[src/rtl/gate_sequencer_if.sv]
// gate_sequencer_if: control and result signals between the measurement
// sequencer and the rest of the frequency-counter datapath.
//   master: the controller/datapath side that drives start, continuous and count.
//   slave : the gate sequencer itself.
interface gate_sequencer_if #(
  parameter int unsigned COUNT_W = 32
);
  logic               start;
  logic               continuous;
  logic [COUNT_W-1:0] count;
  logic               count_clear;
  logic               gate;
  logic [COUNT_W-1:0] freq;
  logic               freq_valid;
  logic               overflow;
  logic               busy;
  logic [1:0]         range;

  modport master (
    output start, continuous, count,
    input  count_clear, gate, freq, freq_valid, overflow, busy, range
  );

  modport slave (
    input  start, continuous, count,
    output count_clear, gate, freq, freq_valid, overflow, busy, range
  );
endinterface

[src/rtl/gate_sequencer.sv]
// gate_sequencer: measurement controller for the frequency counter.
// Sequence: CLEAR (1 cycle) -> GATE (GATE_CYCLES * 10^range cycles) ->
// SETTLE (HOLD_CYCLES cycles) -> LATCH (1 cycle), then IDLE or, in
// continuous mode, straight back to CLEAR.
// Optional macro GATE_AUTORANGE_EN: adds the range register and the decade
// counter that stretches the gate x10 per range step. Without it range is
// tied to 0 and the gate is always GATE_CYCLES long.
module gate_sequencer #(
  parameter int unsigned GATE_CYCLES = 50000000,
  parameter int unsigned HOLD_CYCLES = 2,
  parameter int unsigned COUNT_W     = 32,
  parameter int unsigned MAX_COUNT   = 99999999,
  parameter int unsigned LOW_THRESH  = 1000
) (
  input  logic             clock,
  input  logic             reset,
  gate_sequencer_if.slave  bus
);

  // One timer serves both the gate window and the settle wait, so it must
  // hold the larger of the two terminal values.
  localparam int unsigned TIMER_MAX = (GATE_CYCLES > HOLD_CYCLES) ? GATE_CYCLES : HOLD_CYCLES;
  localparam int unsigned TIMER_W   = (TIMER_MAX > 1) ? $clog2(TIMER_MAX) : 1;
  localparam logic [TIMER_W-1:0] GATE_LAST = TIMER_W'(GATE_CYCLES - 1);
  localparam logic [TIMER_W-1:0] HOLD_LAST = TIMER_W'(HOLD_CYCLES - 1);
  localparam logic [COUNT_W-1:0] MAX_VAL   = COUNT_W'(MAX_COUNT);

  // Reject configurations the timing cannot honour.
  if (GATE_CYCLES < 1 || HOLD_CYCLES < 1 || LOW_THRESH > MAX_COUNT) begin : g_param_check
    $error("gate_sequencer: invalid parameter set");
  end

  typedef enum logic [2:0] {
    IDLE,
    CLEAR,
    GATE,
    SETTLE,
    LATCH
  } state_t;

  state_t             state_reg;
  state_t             state_next;
  logic [TIMER_W-1:0] timer_reg;
  logic               gate_done;
  logic               settle_done;
  logic               count_clear_next;
  logic               gate_next;
  logic               busy_next;
  logic               over_max;
  logic [COUNT_W-1:0] freq_reg;
  logic               freq_valid_reg;
  logic               overflow_reg;

  assign over_max    = (bus.count > MAX_VAL);
  assign settle_done = (timer_reg == HOLD_LAST);

`ifdef GATE_AUTORANGE_EN
  localparam logic [COUNT_W-1:0] LOW_VAL = COUNT_W'(LOW_THRESH);

  logic [1:0] range_reg;
  logic [9:0] decade_reg;
  logic [9:0] decade_last;

  // Number of full GATE_CYCLES passes minus one for the current range.
  always_comb begin
    decade_last = 10'd0;
    case (range_reg)
      2'd0:    decade_last = 10'd0;
      2'd1:    decade_last = 10'd9;
      2'd2:    decade_last = 10'd99;
      default: decade_last = 10'd999;
    endcase
  end

  // Decade counter: advances each time the cycle timer completes a pass.
  always_ff @(posedge clock) begin
    if (reset) begin
      decade_reg <= '0;
    end else if (state_reg == GATE) begin
      if (timer_reg == GATE_LAST) begin
        decade_reg <= decade_reg + 10'd1;
      end
    end else begin
      decade_reg <= '0;
    end
  end

  // Range update at LATCH; the new range times the gate from the next CLEAR.
  always_ff @(posedge clock) begin
    if (reset) begin
      range_reg <= 2'd0;
    end else if (state_reg == LATCH) begin
      if ((bus.count < LOW_VAL) && (range_reg != 2'd3)) begin
        range_reg <= range_reg + 2'd1;
      end else if (over_max && (range_reg != 2'd0)) begin
        range_reg <= range_reg - 2'd1;
      end
    end
  end

  assign gate_done = (timer_reg == GATE_LAST) && (decade_reg == decade_last);
  assign bus.range = range_reg;
`else
  assign gate_done = (timer_reg == GATE_LAST);
  assign bus.range = 2'd0;
`endif

  // State register.
  always_ff @(posedge clock) begin
    if (reset) begin
      state_reg <= IDLE;
    end else begin
      state_reg <= state_next;
    end
  end

  // Next-state logic and state-decoded outputs.
  always_comb begin
    state_next       = state_reg;
    count_clear_next = 1'b0;
    gate_next        = 1'b0;
    busy_next        = 1'b1;
    case (state_reg)
      IDLE: begin
        busy_next = 1'b0;
        if (bus.start || bus.continuous) begin
          state_next = CLEAR;
        end
      end
      CLEAR: begin
        count_clear_next = 1'b1;
        state_next       = GATE;
      end
      GATE: begin
        gate_next = 1'b1;
        if (gate_done) begin
          state_next = SETTLE;
        end
      end
      SETTLE: begin
        if (settle_done) begin
          state_next = LATCH;
        end
      end
      LATCH: begin
        state_next = bus.continuous ? CLEAR : IDLE;
      end
      default: begin
        busy_next  = 1'b0;
        state_next = IDLE;
      end
    endcase
  end

  // Cycle timer: wraps at the end of each gate pass and each settle wait.
  always_ff @(posedge clock) begin
    if (reset) begin
      timer_reg <= '0;
    end else begin
      case (state_reg)
        GATE:    timer_reg <= (timer_reg == GATE_LAST) ? '0 : timer_reg + TIMER_W'(1);
        SETTLE:  timer_reg <= settle_done ? '0 : timer_reg + TIMER_W'(1);
        default: timer_reg <= '0;
      endcase
    end
  end

  // Result latch: saturate to the displayable maximum and flag overflow.
  always_ff @(posedge clock) begin
    if (reset) begin
      freq_reg       <= '0;
      overflow_reg   <= 1'b0;
      freq_valid_reg <= 1'b0;
    end else begin
      freq_valid_reg <= (state_reg == LATCH);
      if (state_reg == LATCH) begin
        freq_reg     <= over_max ? MAX_VAL : bus.count;
        overflow_reg <= over_max;
      end
    end
  end

  assign bus.count_clear = count_clear_next;
  assign bus.gate        = gate_next;
  assign bus.busy        = busy_next;
  assign bus.freq        = freq_reg;
  assign bus.freq_valid  = freq_valid_reg;
  assign bus.overflow    = overflow_reg;

endmodule
[src/flat_wrapper.sv]
// flat-port wrapper written by rule: the top's interface ports become plain ports
module gate_sequencer_flat 
#(
  parameter int unsigned GATE_CYCLES = 50000000,
  parameter int unsigned HOLD_CYCLES = 2,
  parameter int unsigned COUNT_W     = 32,
  parameter int unsigned MAX_COUNT   = 99999999,
  parameter int unsigned LOW_THRESH  = 1000
)
  (clock, reset, bus_start, bus_continuous, bus_count, bus_count_clear, bus_gate, bus_freq, bus_freq_valid, bus_overflow, bus_busy, bus_range);
  gate_sequencer_if #(.COUNT_W(COUNT_W)) bus_i ();
  input  logic clock;
  input  logic reset;
  input wire logic [$bits(bus_i.start)-1:0] bus_start;
  input wire logic [$bits(bus_i.continuous)-1:0] bus_continuous;
  input wire logic [$bits(bus_i.count)-1:0] bus_count;
  output wire logic [$bits(bus_i.count_clear)-1:0] bus_count_clear;
  output wire logic [$bits(bus_i.gate)-1:0] bus_gate;
  output wire logic [$bits(bus_i.freq)-1:0] bus_freq;
  output wire logic [$bits(bus_i.freq_valid)-1:0] bus_freq_valid;
  output wire logic [$bits(bus_i.overflow)-1:0] bus_overflow;
  output wire logic [$bits(bus_i.busy)-1:0] bus_busy;
  output wire logic [$bits(bus_i.range)-1:0] bus_range;
  assign bus_i.start = bus_start;
  assign bus_i.continuous = bus_continuous;
  assign bus_i.count = bus_count;
  assign bus_count_clear = bus_i.count_clear;
  assign bus_gate = bus_i.gate;
  assign bus_freq = bus_i.freq;
  assign bus_freq_valid = bus_i.freq_valid;
  assign bus_overflow = bus_i.overflow;
  assign bus_busy = bus_i.busy;
  assign bus_range = bus_i.range;
  gate_sequencer #(.GATE_CYCLES(GATE_CYCLES), .HOLD_CYCLES(HOLD_CYCLES), .COUNT_W(COUNT_W), .MAX_COUNT(MAX_COUNT), .LOW_THRESH(LOW_THRESH)) u_core (.clock(clock), .reset(reset), .bus(bus_i));
endmodule
[config.mk]
export PLATFORM = sky130hd
export DESIGN_NAME = gate_sequencer_flat
export DESIGN_NICKNAME = d
export VERILOG_FILES = /design/src/rtl/gate_sequencer_if.sv /design/src/rtl/gate_sequencer.sv /design/src/flat_wrapper.sv
export SDC_FILE = /design/constraint.sdc
export NUM_CORES = 1
export LEC_CHECK = 0
export CORE_ASPECT_RATIO = 1.25
export CORE_MARGIN = 1
export CORE_UTILIZATION = 55
export DETAILED_ROUTE_END_ITERATION = 8
export DONT_BUFFER_PORTS = 1
export GPL_ROUTABILITY_DRIVEN = 0
export PLACE_DENSITY = 0.8
export SLEW_MARGIN = 20
export SYNTH_ARGS = -nofsm -noshare
export SYNTH_HDL_FRONTEND = slang
export SYNTH_SLANG_ARGS = --single-unit
export TNS_END_PERCENT = 5
[constraint.sdc]
create_clock -name clock -period 2.5 [get_ports clock]
set_input_delay 0.625 -clock clock [delete_from_list [all_inputs] [get_ports clock]]
set_output_delay 0.625 -clock clock [all_outputs]
set_load 0.005 [all_outputs]
==> metrics.cfg, run 1 <==
[run_status]
outcome = finished, final reports clean

[final_layout]
fill_cells = 401
final_cell_mix = dfxtp_1, nor2_1, nand2_1
final_common_cell = dfxtp_1
utilization = 0.640
syn_to_final_growth_pct = 10.7
layout-drive-gt1-share = 0.151
largest_reg_flops = 32
antennaDiodeCount = 0
finalNetCount = 371
multi_input_area_sq_um = 1400
seqCellArea_sq_um = 1260

[run]
cap_viol_max_count = 0

[power]
intPower_mw = 1.53
combPwrFrac = 0.041
p_sw_frac = 0.227
p_leak_nw = 1.05
power_density_nw_per_um2 = 645
p_seq_frac = 0.516
p_sw_mw = 0.450
peakVddDrop_uv = 384
clockPowerShare = 0.443

[worst_setup_path]
cp.required_ns = 2.73
rr_startpoint = u_core.timer_reg[10]
cp_top_family = simple AND/OR/NAND/NOR gates
cp-startpoint = u_core.timer_reg[10]
critPathCaptureType = register
max_stage_delay_ns = 0.55
path_max_fanout = 9
slowest_stage = or4_4
crit_top_cell = or4_4
critPathLaunchType = register
path_cells = or4_4 -> or4_4 -> or4_4 -> nand3_4 -> buf_12 -> nor2_2
crit_arrival_ns = 2.63
cp.buffers_inverters = 1
worstSetupPathType = register to register

[synthesis]
synthCells = 326
syn-cell-area_sq_um = 2770
ys_ff_latch = 63
synth-async-reset-ratio = 0
synth_xor_xnor_area_share = 0.0790
syn_avg_cell_area_sq_um = 8.51
synth.distinct_cells = 37
post_synth_mux_area_share = 0
synth_edf_count = 0
synthSimpleGateAreaFrac = 0.316
synth_top_family_by_area = simple AND/OR/NAND/NOR gates
synthFlopType = dfxtp_1
ys_seq_area_frac = 0.455
synth_compound_area_frac = 0.0984
ys_warn_count = 0
synthAdderAreaFrac = 0.00903

[timing]
tightest_slew_ns = 0.888
skew_ns = 0.00708
fin_crit_sh = 0.957
setup_viol = 0
rsz0062_at_grt = false
max_slew_margin = 0.407
min_period_ns = 2.39
fmax_mhz = 418
setup_tns_ns = 0
maxSlewViolCount = 0
finalHoldViolCount = 0

[routing]
drc = 0
drtIter0Drc = 140
postRouteAntennaNets = 0
firstDrtPassIters = 4
vias = 2244
drt-total-wl_um = 5670
wl_per_cell_um = 14.2
viasPerCell = 5.64

[clocking]
cts.sinks = 63
numCtsBuffers = 9
cts_tree = yes
postCtsSetupRepairBufs = 0
clk_pin_slew_ns = 0.07
clockRootBuffer = clkbuf_8
cts_htree_levels = 3
cts_resized = 0
clock_path_buffers = 2
clock_latency_ns = 0.34
cts_hold_buf = 0

[place]
hpwl_um = 4070
portBuffers = 0

[floorplanning]
core_sq_um = 4800
die_width_um = 65.5
die-area_sq_um = 5330
die_height_um = 81.4
num_rows = 28
start_util = 0.578
ios = 75

[min_path]
hp-class = input port to register
min_from = reset

[grt]
grt_first_pass_wirelength_um = 8850
grt_usage = 0.220
grt_max_degree = 27
grt_antenna_before_repair = 0
grt-ovfl-total = 0
grt_pass1_vias = 2063

## area by class of cell
| class | count | share of cell area |
|---|---|---|
| well taps | 60 | 0.0244 |
| clock buffers | 11 | 0.0460 |
| clock inverters | 5 | 0.0187 |
| flip-flops and latches | 63 | 0.411 |
| inverters | 4 | 0.00489 |
| repair buffers | 11 | 0.0391 |
| multi-input cells | 244 | 0.456 |
## stage by stage
stage / worst slack (ns) / power, mW / area (sq um) / hold slack, ns / cells
CTS: 0.0990 / 2.00 / 3070 / 0.337 / 398
global route: 0.0225 / 2.04 / 3070 / 0.339 / 398
finish: 0.107 / 1.98 / 3070 / 0.355 / 398
global placement: 0.129 / 1.12 / 2870 / 0.452 / 382
detailed placement: 0.105 / 1.13 / 2870 / 0.465 / 382
floorplan: 0.141 / 1.11 / 2780 / 0.443 / 327
## cells in the mapped netlist (3+ instances only)
cell      count  area (sq um)
dfxtp_1      63          1260
nor2_1       56           210
nand2_1      37           139
nor2_2       20           125
o21a_1       19           143
a21oi_1      17          85.1
xor2_1       14           123
nand3_1      13          65.1
xnor2_1      11          96.3
clkbuf_1     10          37.5
nand4_1      10          62.6
nor4_1        6          37.5
or4_1         5          37.5
inv_1         4          15.0
and3_1        3          18.8
and4_1        3          26.3
nand3b_1      3          22.5
nor3_1        3          15.0
or4_4         3          33.8
## cell families (layout without fill, tap and decap cells)
kind of cell / count (synthesis) / count (layout)
AOI/OAI and AO/OA: 43 / 43
adders and majority gates: 2 / 2
and+or+nand+nor: 172 / 172
DFF: 63 / 63
xor gates and xnor gates: 25 / 25
buffers and inverters: 20 / 31
other: 1 / 2
## path summary, 6_finish.rpt
check                                             to  slack (ns)  depth (start not counted)
worst max-delay path            u_core.timer_reg[15]        0.11                          6
worst min register to register   u_core.bus.freq[28]        0.47                          2
worst max register to register  u_core.timer_reg[15]        0.11                          6
worst min-delay path             u_core.bus.overflow        0.36                          1
## metal layers
| metal | up-vias | part of all wire | GRT usage | wire (um) |
|---|---|---|---|---|
| met4 | 0 | 0.020 | 0.117 | 114 |
| li1 | 1117 | - | - | - |
| met3 | 9 | 0.085 | 0.0744 | 483 |
| met2 | 78 | 0.49 | 0.394 | 2770 |
| met1 | 1040 | 0.41 | 0.224 | 2300 |
| met5 | - | 0 | 0 | 0 |
## power groups by stage
stage / combinational (mW) / sequential, mW / clock [mW]
finish: 0.0808 / 1.02 / 0.879
global route: 0.0892 / 1.02 / 0.928
CTS: 0.0816 / 1.02 / 0.893
detailed placement: 0.0810 / 1.04 / 0
global placement: 0.0801 / 1.04 / 0
floorplan: 0.0711 / 1.04 / 0
Power figures use the tool's default switching activity.
==> inputs of run 2 (changes only) <==
- CORE_MARGIN: 1 -> unset
- SLEW_MARGIN: 20 -> unset
==> results of run 2 <==
No change in the layout: final DEF, timing and power equal those of run 1.
